[src/rtl/mem_access_pkg.sv]
// Shared encodings, FSM states and helpers for the load/store cache initiator.
package mem_access_pkg;

  localparam logic [1:0] SZ_BYTE = 2'b00;
  localparam logic [1:0] SZ_HALF = 2'b01;
  localparam logic [1:0] SZ_WORD = 2'b10;
  localparam logic [1:0] SZ_ILL  = 2'b11;

  typedef enum logic [2:0] {
    ST_IDLE,
    ST_RD_WAIT,
    ST_GAP,
    ST_WR_WAIT,
    ST_ERR_OUT
  } state_t;

  // Bits needed to count up to 'cycles' (at least 1).
  function automatic int tmo_width(input int cycles);
    int w;
    w = 1;
    while ((1 << w) <= cycles) w++;
    return w;
  endfunction

  function automatic logic misaligned(input logic [1:0] size, input logic [1:0] lane);
    return (size == SZ_ILL) ||
           ((size == SZ_HALF) && lane[0]) ||
           ((size == SZ_WORD) && (lane != 2'b00));
  endfunction

endpackage

[src/rtl/mem_lane_align.sv]
// Little-endian lane extraction / extension for loads and lane merge for sub-word stores.
module mem_lane_align
  import mem_access_pkg::*;
(
  input  logic [31:0] i_word,
  input  logic [1:0]  i_lane,
  input  logic [1:0]  i_size,
  input  logic        i_unsigned,
  input  logic [15:0] i_wdata,
  output logic [31:0] o_load,
  output logic [31:0] o_merged
);

  logic [7:0]  w_byte;
  logic [15:0] w_half;

  always_comb begin
    case (i_lane)
      2'd0:    w_byte = i_word[7:0];
      2'd1:    w_byte = i_word[15:8];
      2'd2:    w_byte = i_word[23:16];
      default: w_byte = i_word[31:24];
    endcase
    w_half = i_lane[1] ? i_word[31:16] : i_word[15:0];
  end

  always_comb begin
    o_load   = i_word;
    o_merged = i_word;
    case (i_size)
      SZ_BYTE: begin
        o_load = i_unsigned ? {24'd0, w_byte} : {{24{w_byte[7]}}, w_byte};
        case (i_lane)
          2'd0:    o_merged[7:0]   = i_wdata[7:0];
          2'd1:    o_merged[15:8]  = i_wdata[7:0];
          2'd2:    o_merged[23:16] = i_wdata[7:0];
          default: o_merged[31:24] = i_wdata[7:0];
        endcase
      end
      SZ_HALF: begin
        o_load = i_unsigned ? {16'd0, w_half} : {{16{w_half[15]}}, w_half};
        if (i_lane[1]) o_merged[31:16] = i_wdata;
        else           o_merged[15:0]  = i_wdata;
      end
      default: ;
    endcase
  end

endmodule

[src/rtl/mem_access_unit.sv]
// CPU-side load/store initiator for the cache request interface; sub-word stores use
// read / gap / write so the cache sees a fresh request edge for the write.
module mem_access_unit
  import mem_access_pkg::*;
#(
  parameter int TIMEOUT_CYCLES = 1023
) (
  input  logic        CLK,
  input  logic        RST,
  input  logic        OP_VALID,
  output logic        OP_READY,
  input  logic        OP_WE,
  input  logic [1:0]  OP_SIZE,
  input  logic        OP_UNSIGNED,
  input  logic [31:0] OP_ADDR,
  input  logic [31:0] OP_WDATA,
  output logic        RES_VALID,
  output logic [31:0] RES_DATA,
  output logic        RES_ERR,
  output logic [31:0] ADDR,
  output logic [31:0] DIN,
  output logic        WE,
  output logic        RREQ,
  input  logic [31:0] DOUT,
  input  logic        RDY
);

  localparam int CW = tmo_width(TIMEOUT_CYCLES);
  localparam logic [CW-1:0] TMO_LAST = CW'(TIMEOUT_CYCLES > 0 ? TIMEOUT_CYCLES - 1 : 0);

  state_t          r_state, w_state_nxt;
  logic            r_op_we;
  logic [1:0]      r_size;
  logic            r_uns;
  logic [1:0]      r_lane;
  logic [15:0]     r_wdata;
  logic [CW-1:0]   r_cnt;
  logic            r_first;

  logic            w_accept, w_bad, w_rdy, w_tmo, w_waiting, w_issue;
  logic [31:0]     w_load, w_merged;
  logic            w_rreq_nxt, w_we_nxt, w_err_nxt, w_vld_nxt;
  logic [31:0]     w_addr_nxt, w_din_nxt, w_data_nxt;

  assign OP_READY  = (r_state == ST_IDLE);
  assign w_accept  = OP_VALID & OP_READY;
  assign w_bad     = misaligned(OP_SIZE, OP_ADDR[1:0]);
  assign w_waiting = (r_state == ST_RD_WAIT) || (r_state == ST_WR_WAIT);
  // RDY in the first request cycle belongs to a previous access, never ours.
  assign w_rdy     = RDY & ~r_first;
  assign w_tmo     = (TIMEOUT_CYCLES != 0) && (r_cnt == TMO_LAST);
  assign w_issue   = ((w_state_nxt == ST_RD_WAIT) && (r_state != ST_RD_WAIT)) ||
                     ((w_state_nxt == ST_WR_WAIT) && (r_state != ST_WR_WAIT));

  mem_lane_align u_align (
    .i_word     (DOUT),
    .i_lane     (r_lane),
    .i_size     (r_size),
    .i_unsigned (r_uns),
    .i_wdata    (r_wdata),
    .o_load     (w_load),
    .o_merged   (w_merged)
  );

  always_ff @(posedge CLK or posedge RST) begin
    if (RST) r_state <= ST_IDLE;
    else     r_state <= w_state_nxt;
  end

  always_comb begin
    w_state_nxt = r_state;
    case (r_state)
      ST_IDLE: if (w_accept) begin
        if (w_bad)                           w_state_nxt = ST_ERR_OUT;
        else if (OP_WE && OP_SIZE == SZ_WORD) w_state_nxt = ST_WR_WAIT;
        else                                 w_state_nxt = ST_RD_WAIT;
      end
      ST_RD_WAIT: begin
        if (w_rdy)      w_state_nxt = r_op_we ? ST_GAP : ST_IDLE;
        else if (w_tmo) w_state_nxt = ST_ERR_OUT;
      end
      ST_GAP:     w_state_nxt = ST_WR_WAIT;
      ST_WR_WAIT: begin
        if (w_rdy)      w_state_nxt = ST_IDLE;
        else if (w_tmo) w_state_nxt = ST_ERR_OUT;
      end
      default:    w_state_nxt = ST_IDLE;
    endcase
  end

  // Next values of the registered outputs, derived from the transition being taken.
  always_comb begin
    w_rreq_nxt = (w_state_nxt == ST_RD_WAIT);
    w_we_nxt   = (w_state_nxt == ST_WR_WAIT);
    w_err_nxt  = (w_state_nxt == ST_ERR_OUT);
    w_vld_nxt  = w_err_nxt;
    w_data_nxt = '0;
    w_addr_nxt = ADDR;
    w_din_nxt  = DIN;
    case (r_state)
      ST_IDLE: if (w_accept) begin
        w_addr_nxt = {OP_ADDR[31:2], 2'b00};
        if (OP_WE && OP_SIZE == SZ_WORD) w_din_nxt = OP_WDATA;
      end
      ST_RD_WAIT: if (w_rdy) begin
        if (r_op_we) begin
          w_din_nxt = w_merged;
        end else begin
          w_vld_nxt  = 1'b1;
          w_data_nxt = w_load;
        end
      end
      ST_WR_WAIT: if (w_rdy) w_vld_nxt = 1'b1;
      default: ;
    endcase
  end

  always_ff @(posedge CLK or posedge RST) begin
    if (RST) begin
      RES_VALID <= 1'b0;
      RES_ERR   <= 1'b0;
      RES_DATA  <= '0;
      ADDR      <= '0;
      DIN       <= '0;
      WE        <= 1'b0;
      RREQ      <= 1'b0;
      r_cnt     <= '0;
      r_first   <= 1'b0;
      r_op_we   <= 1'b0;
      r_size    <= SZ_BYTE;
      r_uns     <= 1'b0;
      r_lane    <= 2'b00;
      r_wdata   <= '0;
    end else begin
      RES_VALID <= w_vld_nxt;
      RES_ERR   <= w_err_nxt;
      RES_DATA  <= w_data_nxt;
      ADDR      <= w_addr_nxt;
      DIN       <= w_din_nxt;
      WE        <= w_we_nxt;
      RREQ      <= w_rreq_nxt;
      if (w_issue) begin
        r_cnt   <= '0;
        r_first <= 1'b1;
      end else if (w_waiting) begin
        r_cnt   <= r_cnt + CW'(1);
        r_first <= 1'b0;
      end
      if (w_accept) begin
        r_op_we <= OP_WE;
        r_size  <= OP_SIZE;
        r_uns   <= OP_UNSIGNED;
        r_lane  <= OP_ADDR[1:0];
        r_wdata <= OP_WDATA[15:0];
      end
    end
  end

endmodule

[config.mk]
export PLATFORM = sky130hd
export DESIGN_NAME = mem_access_unit
export DESIGN_NICKNAME = d
export VERILOG_FILES = /design/src/rtl/mem_access_pkg.sv /design/src/rtl/mem_lane_align.sv /design/src/rtl/mem_access_unit.sv
export SDC_FILE = /design/constraint.sdc
export NUM_CORES = 1
export LEC_CHECK = 0
export CAP_MARGIN = 20
export CORE_AREA = 2 2 168 104
export DETAILED_ROUTE_END_ITERATION = 12
export DIE_AREA = 0 0 170 106
export PLACE_DENSITY = 0.75
export SETUP_SLACK_MARGIN = 0.3
export SYNTH_ARGS = -nofsm -noshare
export SYNTH_HDL_FRONTEND = slang
export SYNTH_HIERARCHICAL = 1
export SYNTH_SLANG_ARGS = --single-unit
export TNS_END_PERCENT = 30
[constraint.sdc]
create_clock -name CLK -period 4.1 [get_ports CLK]
set_input_delay 0.82 -clock CLK [delete_from_list [all_inputs] [get_ports CLK]]
set_output_delay 0.82 -clock CLK [all_outputs]
set_load 0.02 [all_outputs]
==> impl_metrics.env <==
export IMPL_drt_total_wl_mm=21.4
export IMPL_whs_ns=0.476
export IMPL_setup_viol=0
export IMPL_place_port_buffers=202
export IMPL_core_area_sq_mm=0.0167
export IMPL_clock_skew_ns=0.0112
export IMPL_ys_seq_elements=134
export IMPL_max_freq_ghz=0.363
export IMPL_regArea_sq_mm=0.00336
export IMPL_r2r_slack_ns=1.63
export IMPL_layout_nets=1057
export IMPL_grt_overflow_total=0
export IMPL_intPower_mw=4.41
export IMPL_hold_depth=2
export IMPL_cts_resized=0
export IMPL_drtIter0Drc=583
export IMPL_syn_to_final_growth_pct=36.8
export IMPL_net_switching_power_mw=3.03
export IMPL_clk_pin_slew_ns=0.06
export IMPL_setup_tns_ns=0
export IMPL_synthFlopType="dfrtp_1"
export IMPL_hp_start="ADDR[10]"
export IMPL_power_frac_clock_pct=21.1
export IMPL_via_per_inst=5.34
export IMPL_cts_hold_buffers=0
export IMPL_cts_buffer_depth=2
export IMPL_power_density_mw_per_mm2=758
export IMPL_finalCritPeriodShare_pct=67.3
export IMPL_cp_data_required_time_ns=3.28
export IMPL_die_height_um=106
export IMPL_p_leak_nw=4.51
export IMPL_cts_tree="built"
export IMPL_relSlewSlack_pct=41.7
export IMPL_finalHoldViolCount=0
export IMPL_syn_avg_cell_area_sq_um=9.30
export IMPL_total_power_mw=7.44
export IMPL_vias=6295
export IMPL_cp_max_fo=6
export IMPL_wl_per_cell_um=18.1
export IMPL_clockRootBuffer="clkbuf_16"
export IMPL_clock_sinks=134
export IMPL_reg2reg_depth=5
export IMPL_rsz0062_at_grt="false"
export IMPL_crit_path_end_kind="output pin"
export IMPL_post_cts_buffers=0
export IMPL_dp_hpwl_mm=15.3
export IMPL_p_sw_share_pct=40.7
export IMPL_seqPwrFrac_pct=30.4
export IMPL_routabilityCongestion=0.937
export IMPL_critPathKind="register to output pin"
export IMPL_fillers=1446
export IMPL_fp_row_count=37
export IMPL_min_period_ns=2.76
export IMPL_drive_gt1_share_pct=8.92
export IMPL_synth_edff_count=0
export IMPL_irDropWorstVdd_mv=0.428
export IMPL_holdPathEnd="ADDR[10]"
export IMPL_seq_area_frac_synth_pct=46.7
export IMPL_grt_max_degree=135
export IMPL_finalMaxSlewViolations=0
export IMPL_start_util_pct=43.1
export IMPL_pre_cts_ws_ns=1.31
export IMPL_multiInputGateArea_sq_mm=0.00338
export IMPL_status="complete, no violations"
export IMPL_r2r_start="r_size[1]"
export IMPL_ys_warn_count=6
export IMPL_num_antenna_cells=0
export IMPL_startpoint_type="register"
export IMPL_grt_pass1_vias=6113
export IMPL_comb_power_share_pct=48.4
export IMPL_worstHoldPathType="register to register"
export IMPL_clkLatencyLatePin_ns=0.42
export IMPL_grt_usage_pct=24.3
export IMPL_worst_slack_ns=1.34
export IMPL_die_area_sq_mm=0.0180
export IMPL_cts_buffers=17
export IMPL_cts_max_level=4
export IMPL_synth_cell_types=60
export IMPL_cp_data_arrival_time_ns=1.94
export IMPL_synth_area_sq_mm=0.00718
export IMPL_drt_pass1_iterations=5
export IMPL_synthCells=772
export IMPL_io_pins=205
export IMPL_worst_r2r_endpoint="DIN[22]"
export IMPL_antenna_left=0
export IMPL_async_reset_ff_share_pct=100
export IMPL_tightest_slew_ns=0.874
export IMPL_maxCapViolations=0
export IMPL_drc=0
export IMPL_fp_dieW_um=170
export IMPL_antenna_found_initial=1
export IMPL_grt_pass1_wl_mm=33.7
worst max-delay path, cell delays in order, from the launching register on:
cell	delay (ns)
dfrtp_1	0.49
nor3_1	0.36
clkdlybuf4s50_1	0.67
kinds of logic after synthesis:
| logic type | count (synthesis) | share of synthesized area [%] |
|---|---|---|
| muxes | 63 | 10.7 |
| and+or+nand+nor | 363 | 22.5 |
| buffers and inverters | 77 | 6.36 |
| AOI/OAI and AO/OA | 123 | 12.2 |
| adders and majority gates | 2 | 0.349 |
| other | 1 | 0.0522 |
| xor gates and xnor gates | 9 | 1.10 |
| DFF | 134 | 46.7 |
how the worst max path moves through the flow:
stage | from | end | slack, ns
global route | r_state[1] | OP_READY | 1.28
finish | r_state[1] | OP_READY | 1.34
CTS | r_state[1] | OP_READY | 1.34
global placement | OP_VALID | r_cnt[9] | 1.35
floorplan | RST | ADDR[10] | 1.61
detailed placement | OP_VALID | DIN[31] | 1.31
registers in the layout (all words and copies together), names as in the netlist:
signal and count:
ADDR 30, DIN 32, RES_DATA 32, RES_ERR 1, RES_VALID 1, RREQ 1
WE 1, r_cnt 10, r_first 1, r_lane 2, r_op_we 1, r_size 2
r_state 3, r_uns 1, r_wdata 16
metal layers:
| metal | wire [um] | vias up | track usage [%] |
|---|---|---|---|
| li1 | - | 2963 | - |
| met1 | 10100 | 2996 | 36.6 |
| met2 | 8870 | 313 | 34.6 |
| met3 | 2230 | 21 | 6.85 |
| met4 | 201 | 2 | 5.37 |
| met5 | 13 | - | 0 |
layout make-up:
type                            instances  share of cell area (%)
Sequential cell                       134                    34.2
Tap cell                              214                    2.73
Multi-Input combinational cell        562                    34.4
Clock buffer                           20                    4.55
Inverter                               23                   0.917
Timing Repair Buffer                  213                    21.7
Clock inverter                         12                    1.55
through the flow:
step	util (%)	area, sq um	std cells
after CTS	58.8	9800	1177
after floorplan	-	7190	773
after global routing	58.9	9820	1178
final	58.9	9820	1178
after global placement	55.2	9200	1144
after detailed placement	55.2	9200	1145
power groups by stage:
stage	Clock, mW	Combinational (mW)	Sequential, mW
after detailed placement	0	3.56	2.26
after CTS	1.60	3.57	2.26
after floorplan	0	2.11	2.48
after global routing	1.67	3.91	2.33
final	1.57	3.61	2.26
after global placement	0	3.50	2.26
cell usage in the layout, fill, tap and decap left out, types with 3 or more instances in the layout:
master	Yosys	final
a211oi_1	7	7
a21oi_1	3	3
a221o_1	9	9
a221oi_1	16	16
a2bb2oi_1	8	8
and2_1	33	33
buf_4	7	9
bufinv_16	0	3
clkbuf_16	0	17
clkdlybuf4s50_1	0	202
clkinv_2	0	4
dfrtp_1	134	132
inv_1	23	22
mux2_2	20	20
mux2_4	5	5
mux2i_1	32	32
mux4_1	4	4
nand2_1	238	237
nand2b_1	6	6
nand3_1	5	5
nand4_1	4	4
nor2_1	45	45
nor2b_1	9	9
nor3_1	5	5
o21ai_0	41	41
o21ai_1	6	6
o22a_1	9	9
o22ai_1	14	14
xor2_1	7	7
synth_stat cells, types with 7 or more instances:
| cell | instances | area, sq um |
|---|---|---|
| nand2_1 | 238 | 893 |
| dfrtp_1 | 134 | 3350 |
| nor2_1 | 45 | 169 |
| o21ai_0 | 41 | 205 |
| and2_1 | 33 | 206 |
| mux2i_1 | 32 | 320 |
| inv_1 | 23 | 86.3 |
| mux2_2 | 20 | 225 |
| a221oi_1 | 16 | 140 |
| clkbuf_1 | 15 | 56.3 |
| o22ai_1 | 14 | 87.6 |
| buf_2 | 13 | 65.1 |
| buf_6 | 11 | 124 |
| a221o_1 | 9 | 90.1 |
| nor2b_1 | 9 | 56.3 |
| o22a_1 | 9 | 78.8 |
| a2bb2oi_1 | 8 | 70.1 |
| a211oi_1 | 7 | 52.6 |
| buf_4 | 7 | 52.6 |
| xor2_1 | 7 | 61.3 |
Note: power is estimated with default switching activity, not from simulation.
